## config.mk

```make
export PLATFORM = sky130hd
export DESIGN_NAME = stack_engine
export DESIGN_NICKNAME = d
export VERILOG_FILES = /design/src/rtl/stack_engine.sv
export SDC_FILE = /design/constraint.sdc
export NUM_CORES = 1
export LEC_CHECK = 0
export CAP_MARGIN = 20
export CORE_MARGIN = 10
export CORE_UTILIZATION = 45
export DETAILED_ROUTE_END_ITERATION = 10
export PLACE_DENSITY_LB_ADDON = 0.3
export SETUP_SLACK_MARGIN = 0.5
export SLEW_MARGIN = 0
export SYNTH_ARGS = -nofsm -noshare
export SYNTH_HDL_FRONTEND = slang
export SYNTH_SLANG_ARGS = --single-unit
export TNS_END_PERCENT = 1
```

## constraint.sdc

```tcl
create_clock -name clk -period 2.5 [get_ports clk]
set_input_delay 0.5 -clock clk [delete_from_list [all_inputs] [get_ports clk]]
set_output_delay 0.5 -clock clk [all_outputs]
set_load 0.02 [all_outputs]
```

## src/rtl/stack_engine.sv

```systemverilog
// stack_engine: owns the stack pointer and sequences multi-word push/pop
// transfers over a narrow single-port data/stack memory.
// Optional compile-time feature: define STACK_BOUNDS_CHECK_EN to reject
// pushes that would exceed STACK_DEPTH and pops from an under-filled stack.
module stack_engine #(
    parameter int DATA_W      = 16,
    parameter int VALUE_W     = 32,
    parameter int ADDR_W      = 11,
    parameter int SP_RESET    = 2047,
    parameter int STACK_DEPTH = 1024,
    localparam int WORDS      = VALUE_W / DATA_W,
    localparam int CNT_W      = $clog2(WORDS + 1),
    localparam int IDX_W      = (WORDS > 1) ? $clog2(WORDS) : 1
) (
    input  logic               clk,
    input  logic               reset,
    input  logic               push_req,
    input  logic               pop_req,
    input  logic [CNT_W-1:0]   req_words,
    input  logic [VALUE_W-1:0] push_value,
    output logic [VALUE_W-1:0] pop_value,
    output logic               busy,
    output logic               done,
    output logic [ADDR_W-1:0]  sp,
    output logic [ADDR_W-1:0]  mem_address,
    output logic               mem_write_en,
    output logic [DATA_W-1:0]  mem_write_data,
    output logic               mem_read_en,
    input  logic [DATA_W-1:0]  mem_read_data,
    output logic               overflow_err,
    output logic               underflow_err
);

    typedef enum logic [2:0] {S_IDLE, S_PUSH, S_POP_RD, S_POP_LAST, S_DONE} state_t;

    state_t                        state_q, state_d;
    logic [ADDR_W-1:0]             sp_q, sp_d;
    logic [CNT_W-1:0]              n_q, n_d, n_eff;
    logic [IDX_W-1:0]              k_q, k_d, last_idx;
    logic [WORDS-1:0][DATA_W-1:0]  val_q, val_d, pv_q, pv_d;
    logic                          ovf_q, ovf_d, unf_q, unf_d;
    logic                          ovf_hit, unf_hit, accept_push, accept_pop;

    // Word count normalisation: 0 means one word, anything above WORDS is clamped
    always_comb begin
        n_eff = req_words;
        if (req_words == '0)
            n_eff = CNT_W'(1);
        else if (req_words > CNT_W'(WORDS))
            n_eff = CNT_W'(WORDS);
    end

    assign last_idx = IDX_W'(n_q - 1'b1);

`ifdef STACK_BOUNDS_CHECK_EN
    // Occupancy check against the pre-transfer stack pointer
    always_comb begin
        int used;
        used    = SP_RESET - int'(sp_q);
        ovf_hit = (used + int'(n_eff)) > STACK_DEPTH;
        unf_hit = used < int'(n_eff);
    end
`else
    assign ovf_hit = 1'b0;
    assign unf_hit = 1'b0;
`endif

    // Push has priority; a pop seen together with a push is simply dropped
    assign accept_push = (state_q == S_IDLE) && push_req && !ovf_hit;
    assign accept_pop  = (state_q == S_IDLE) && !push_req && pop_req && !unf_hit;
    assign ovf_d       = (state_q == S_IDLE) && push_req && ovf_hit;
    assign unf_d       = (state_q == S_IDLE) && !push_req && pop_req && unf_hit;

    // State register and datapath flops
    always_ff @(posedge clk) begin
        if (reset) begin
            state_q <= S_IDLE;
            sp_q    <= ADDR_W'(SP_RESET);
            n_q     <= '0;
            k_q     <= '0;
            val_q   <= '0;
            pv_q    <= '0;
            ovf_q   <= 1'b0;
            unf_q   <= 1'b0;
        end else begin
            state_q <= state_d;
            sp_q    <= sp_d;
            n_q     <= n_d;
            k_q     <= k_d;
            val_q   <= val_d;
            pv_q    <= pv_d;
            ovf_q   <= ovf_d;
            unf_q   <= unf_d;
        end
    end

    // Next-state logic
    always_comb begin
        state_d = state_q;
        case (state_q)
            S_IDLE:     if (accept_push) state_d = S_PUSH;
                        else if (accept_pop) state_d = S_POP_RD;
            S_PUSH:     if (k_q == last_idx) state_d = S_DONE;
            S_POP_RD:   if (k_q == last_idx) state_d = S_POP_LAST;
            S_POP_LAST: state_d = S_DONE;
            S_DONE:     state_d = S_IDLE;
            default:    state_d = S_IDLE;
        endcase
    end

    // Datapath: SP stepping, word counter, value latch and pop capture
    // (read data lags its strobe by one cycle, so capture index is k-1)
    always_comb begin
        sp_d  = sp_q;
        n_d   = n_q;
        k_d   = k_q;
        val_d = val_q;
        pv_d  = pv_q;
        if (accept_push) begin
            n_d   = n_eff;
            k_d   = '0;
            val_d = push_value;
        end
        if (accept_pop) begin
            n_d = n_eff;
            k_d = '0;
            for (int w = 0; w < WORDS; w++)
                if (w >= int'(n_eff)) pv_d[w] = '0;
        end
        case (state_q)
            S_PUSH: begin
                sp_d = sp_q - 1'b1;
                k_d  = k_q + 1'b1;
            end
            S_POP_RD: begin
                sp_d = sp_q + 1'b1;
                k_d  = k_q + 1'b1;
                if (k_q != '0) pv_d[k_q - 1'b1] = mem_read_data;
            end
            S_POP_LAST: pv_d[last_idx] = mem_read_data;
            default: ;
        endcase
    end

    // Outputs decoded from state; push emits most significant word first
    always_comb begin
        busy           = (state_q != S_IDLE);
        done           = (state_q == S_DONE);
        mem_write_en   = 1'b0;
        mem_read_en    = 1'b0;
        mem_address    = '0;
        mem_write_data = '0;
        case (state_q)
            S_PUSH: begin
                mem_write_en   = 1'b1;
                mem_address    = sp_q;
                mem_write_data = val_q[last_idx - k_q];
            end
            S_POP_RD: begin
                mem_read_en = 1'b1;
                mem_address = sp_q + 1'b1;
            end
            default: ;
        endcase
    end

    assign sp            = sp_q;
    assign pop_value     = pv_q;
    assign overflow_err  = ovf_q;
    assign underflow_err = unf_q;

endmodule

```

==> reports/qor.txt <==
Seq/Total Area, Yosys - 0.4367
Flop pwr share - 0.372
TritonCTS buffer count - 9
Clk_lat worst skew - 0.36 ns
Post-synth EDFFs - 0
Routability cong. - 0.8970
Power density cells - 747.1 nW/um^2
Comb power frac - 0.356
Share of cells above drive strength 1 - 0.1672
Vias in the first global route - 3,690
Area of the core - 7807 sq um
CTS root buf - clkbuf_8
Number of synthesized register bits - 80
Min-delay worst type - reg -> reg
Synth Warn # - 0
Fin. max-slew vios - 0
Initial antenna violation count - 0
Fmax achieved - 0.4420 GHz
1st-iter DRT viols - 167
Gate Count Post-Synth - 472
Sw Share - 0.3465
CTS tree - done
Die area - 12,160 sq um
Die Y - 110.3 um
Prevailing post-synth register cell - dfxtp_1
Final hold violation count - 0
Layout area overhead - 44.76%
DRC errors left - 0
Ports - 130
PortBufs - 126
Hold Startpoint - val_q[12]$_SDFFE_PP0P_
H-tree depth - 3
Filler cell count - 656
WP data arrival - 1.76 ns
Status - finished, final reports clean
Worst r2r src - state_q[0]$_SDFFE_PP0P_
Final wirelength - 11,340 um
Commonest non-fill, non-tap cells in the layout - nand2_1, clkdlybuf4s50_1, dfxtp_1
Max Cap Viol - 0
GRT Total Usage - 0.1816
Slowest cell delay on critical path - 0.45 ns
Std-Cell Rows - 32
Starting density of the core - 0.4697
Worst R2R Setup Slack - 0.65 ns
Wire per inst - 15.93 um
P_leak - 2.080 nW
Largest fanout on the critical path - 23
Crit-path slowest cell - or3b_4
R2R cell count - 6
Unrepaired setup endpoints after global routing - yes
Worst reg2reg path endpoint - pop_value[29]$_SDFF_PP0_
Antenna cells - 0
ANT nets after route - 0
Setup violations, final - 0
Synthesized area - 3667 sq um
Share of the clock period used by the worst path - 0.9049
Cell Chain, Critical Path - or3b_4 > buf_6 > a21oi_1 > buf_2
Hold path endpoint - val_q[12]$_SDFFE_PP0P_
Commonest non-fill, non-tap cell in the layout - nand2_1
Synth Area per Inst - 7.770 sq um
Clock Pin Slew Worst Setup and Hold Paths - 0.08 ns
Yosys cell types - 45
HPWL Detailed - 8324 um
Max VDD drop - 424.6 uV
Max-slew headroom - 0.4764
Pin count of the biggest net entering global routing - 47
Die X - 110.3 um
Hold Crit Depth - 2
First-pass GRT wire length - 17,930 um
Via/cell ratio - 5.323
CP Launch Type - register
Slew @ Worst Pin - 0.7854 ns
Worst setup EP type - output port
Placed Area - 5159 sq um
Ys async rst share - 0
Clock Tree Buf Depth - 2
Clock power share - 0.272
Min Tclk post-route - 2.262 ns
GRT Residual Overflow - 0
Via count - 3,790
Min Hold Slack - 0.4578 ns
WP data required - 2.00 ns
Critical path class - reg -> out
NetSw - 1.375 mW
Internal power - 2.592 mW
Final Util - 0.6800
Pre-antenna DRT Iters - 4
Skew final - 0.01087 ns
CTS Sinks - 80
Post-CTS setup buffers - 0
Layout Nets - 661
Design Area, Final - 5309 sq um
per-stage QoR:
stage               setup slack, ns  std cells  setup TNS, ns  power (mW)
floorplan                    0.3721        473              0       2.296
global placement            0.02903        696              0       2.903
detailed placement         -0.01721        696       -0.01721       2.938
CTS                          0.2438        712              0       3.978
global route                 0.1663        712              0       4.184
finish                       0.2377        712              0       3.966
registers in the layout, summed over array words and instances (netlist names):
name,flops
k_q,1
n_q,1
pop_value,32
state_q,3
val_q,32
sp,11
cell type report:
type | instances | area [sq um] | area share
Tap cell | 102 | 127.6 | 0.02404
Clock inverter | 6 | 91.34 | 0.01720
Multi-Input combinational cell | 345 | 1901 | 0.3580
Timing Repair Buffer | 162 | 1415 | 0.2666
Clock buffer | 10 | 137.6 | 0.02593
Inverter | 7 | 28.78 | 0.005421
Sequential cell | 80 | 1608 | 0.3029
layer usage:
metal | wire [um] | vias to the layer above | GRT usage
li1 | - | 1861 | -
met1 | 4324 | 1792 | 0.1974
met2 | 5796 | 121 | 0.3182
met3 | 1056 | 16 | 0.06616
met4 | 167 | 0 | 0.06422
met5 | 0 | - | 0
timing repair:
action | in CTS | in global routing
hold buffers | 0 | 0
endpoints found under the setup margin | 38 | 49
resized for setup | 143 | 4
pin swaps | 4 | 0
worst max-delay path by stage:
| stage | slack (ns) | to | cells past startpoint | startpoint |
|---|---|---|---|---|
| after floorplan | 0.37 | mem_address[0] | 4 | state_q[0]$_SDFFE_PP0P_ |
| after global placement | 0.03 | mem_address[9] | 6 | state_q[1]$_SDFFE_PP0P_ |
| after detailed placement | -0.02 | mem_address[9] | 6 | state_q[1]$_SDFFE_PP0P_ |
| after CTS | 0.24 | mem_address[5] | 6 | state_q[1]$_SDFFE_PP0P_ |
| after global routing | 0.17 | mem_address[7] | 5 | state_q[1]$_SDFFE_PP0P_ |
| final | 0.24 | mem_write_data[12] | 4 | state_q[0]$_SDFFE_PP0P_ |
worst max-delay path: cells and delay by family, from the launching register on:
| kind | cells | cell delay [ns] |
|---|---|---|
| simple gates | 1 | 0.45 |
| buf+inv | 2 | 0.42 |
| flops | 1 | 0.35 |
| compound gates | 1 | 0.19 |
cells by family after synthesis:
group | Yosys count | share of synthesized area
and+or+nand+nor | 208 | 0.2514
AOI/OAI and AO/OA | 101 | 0.1604
DFF | 80 | 0.4367
buffers and inverters | 48 | 0.05869
muxes | 25 | 0.06824
xor gates and xnor gates | 7 | 0.01672
adders and majority gates | 2 | 0.006823
other | 1 | 0.001023
cell usage after synthesis, types with 12 or more instances:
master,n,share of area
a21oi_1,55,0.075
nor2_1,45,0.046
o21ai_0,12,0.016
dfxtp_1,80,0.44
buf_2,16,0.022
mux2i_1,25,0.068
nand2_1,119,0.12
a22oi_1,17,0.035
clkbuf_1,21,0.021
power by group through the flow:
stage	Sequential (mW)	Clock (mW)	Combinational [mW]
after detailed placement	1.50	0	1.44
after floorplan	1.52	0	0.778
final	1.48	1.08	1.41
after CTS	1.47	1.09	1.41
after global placement	1.49	0	1.41
after global routing	1.49	1.15	1.55
Power figures use the tool's default switching activity.
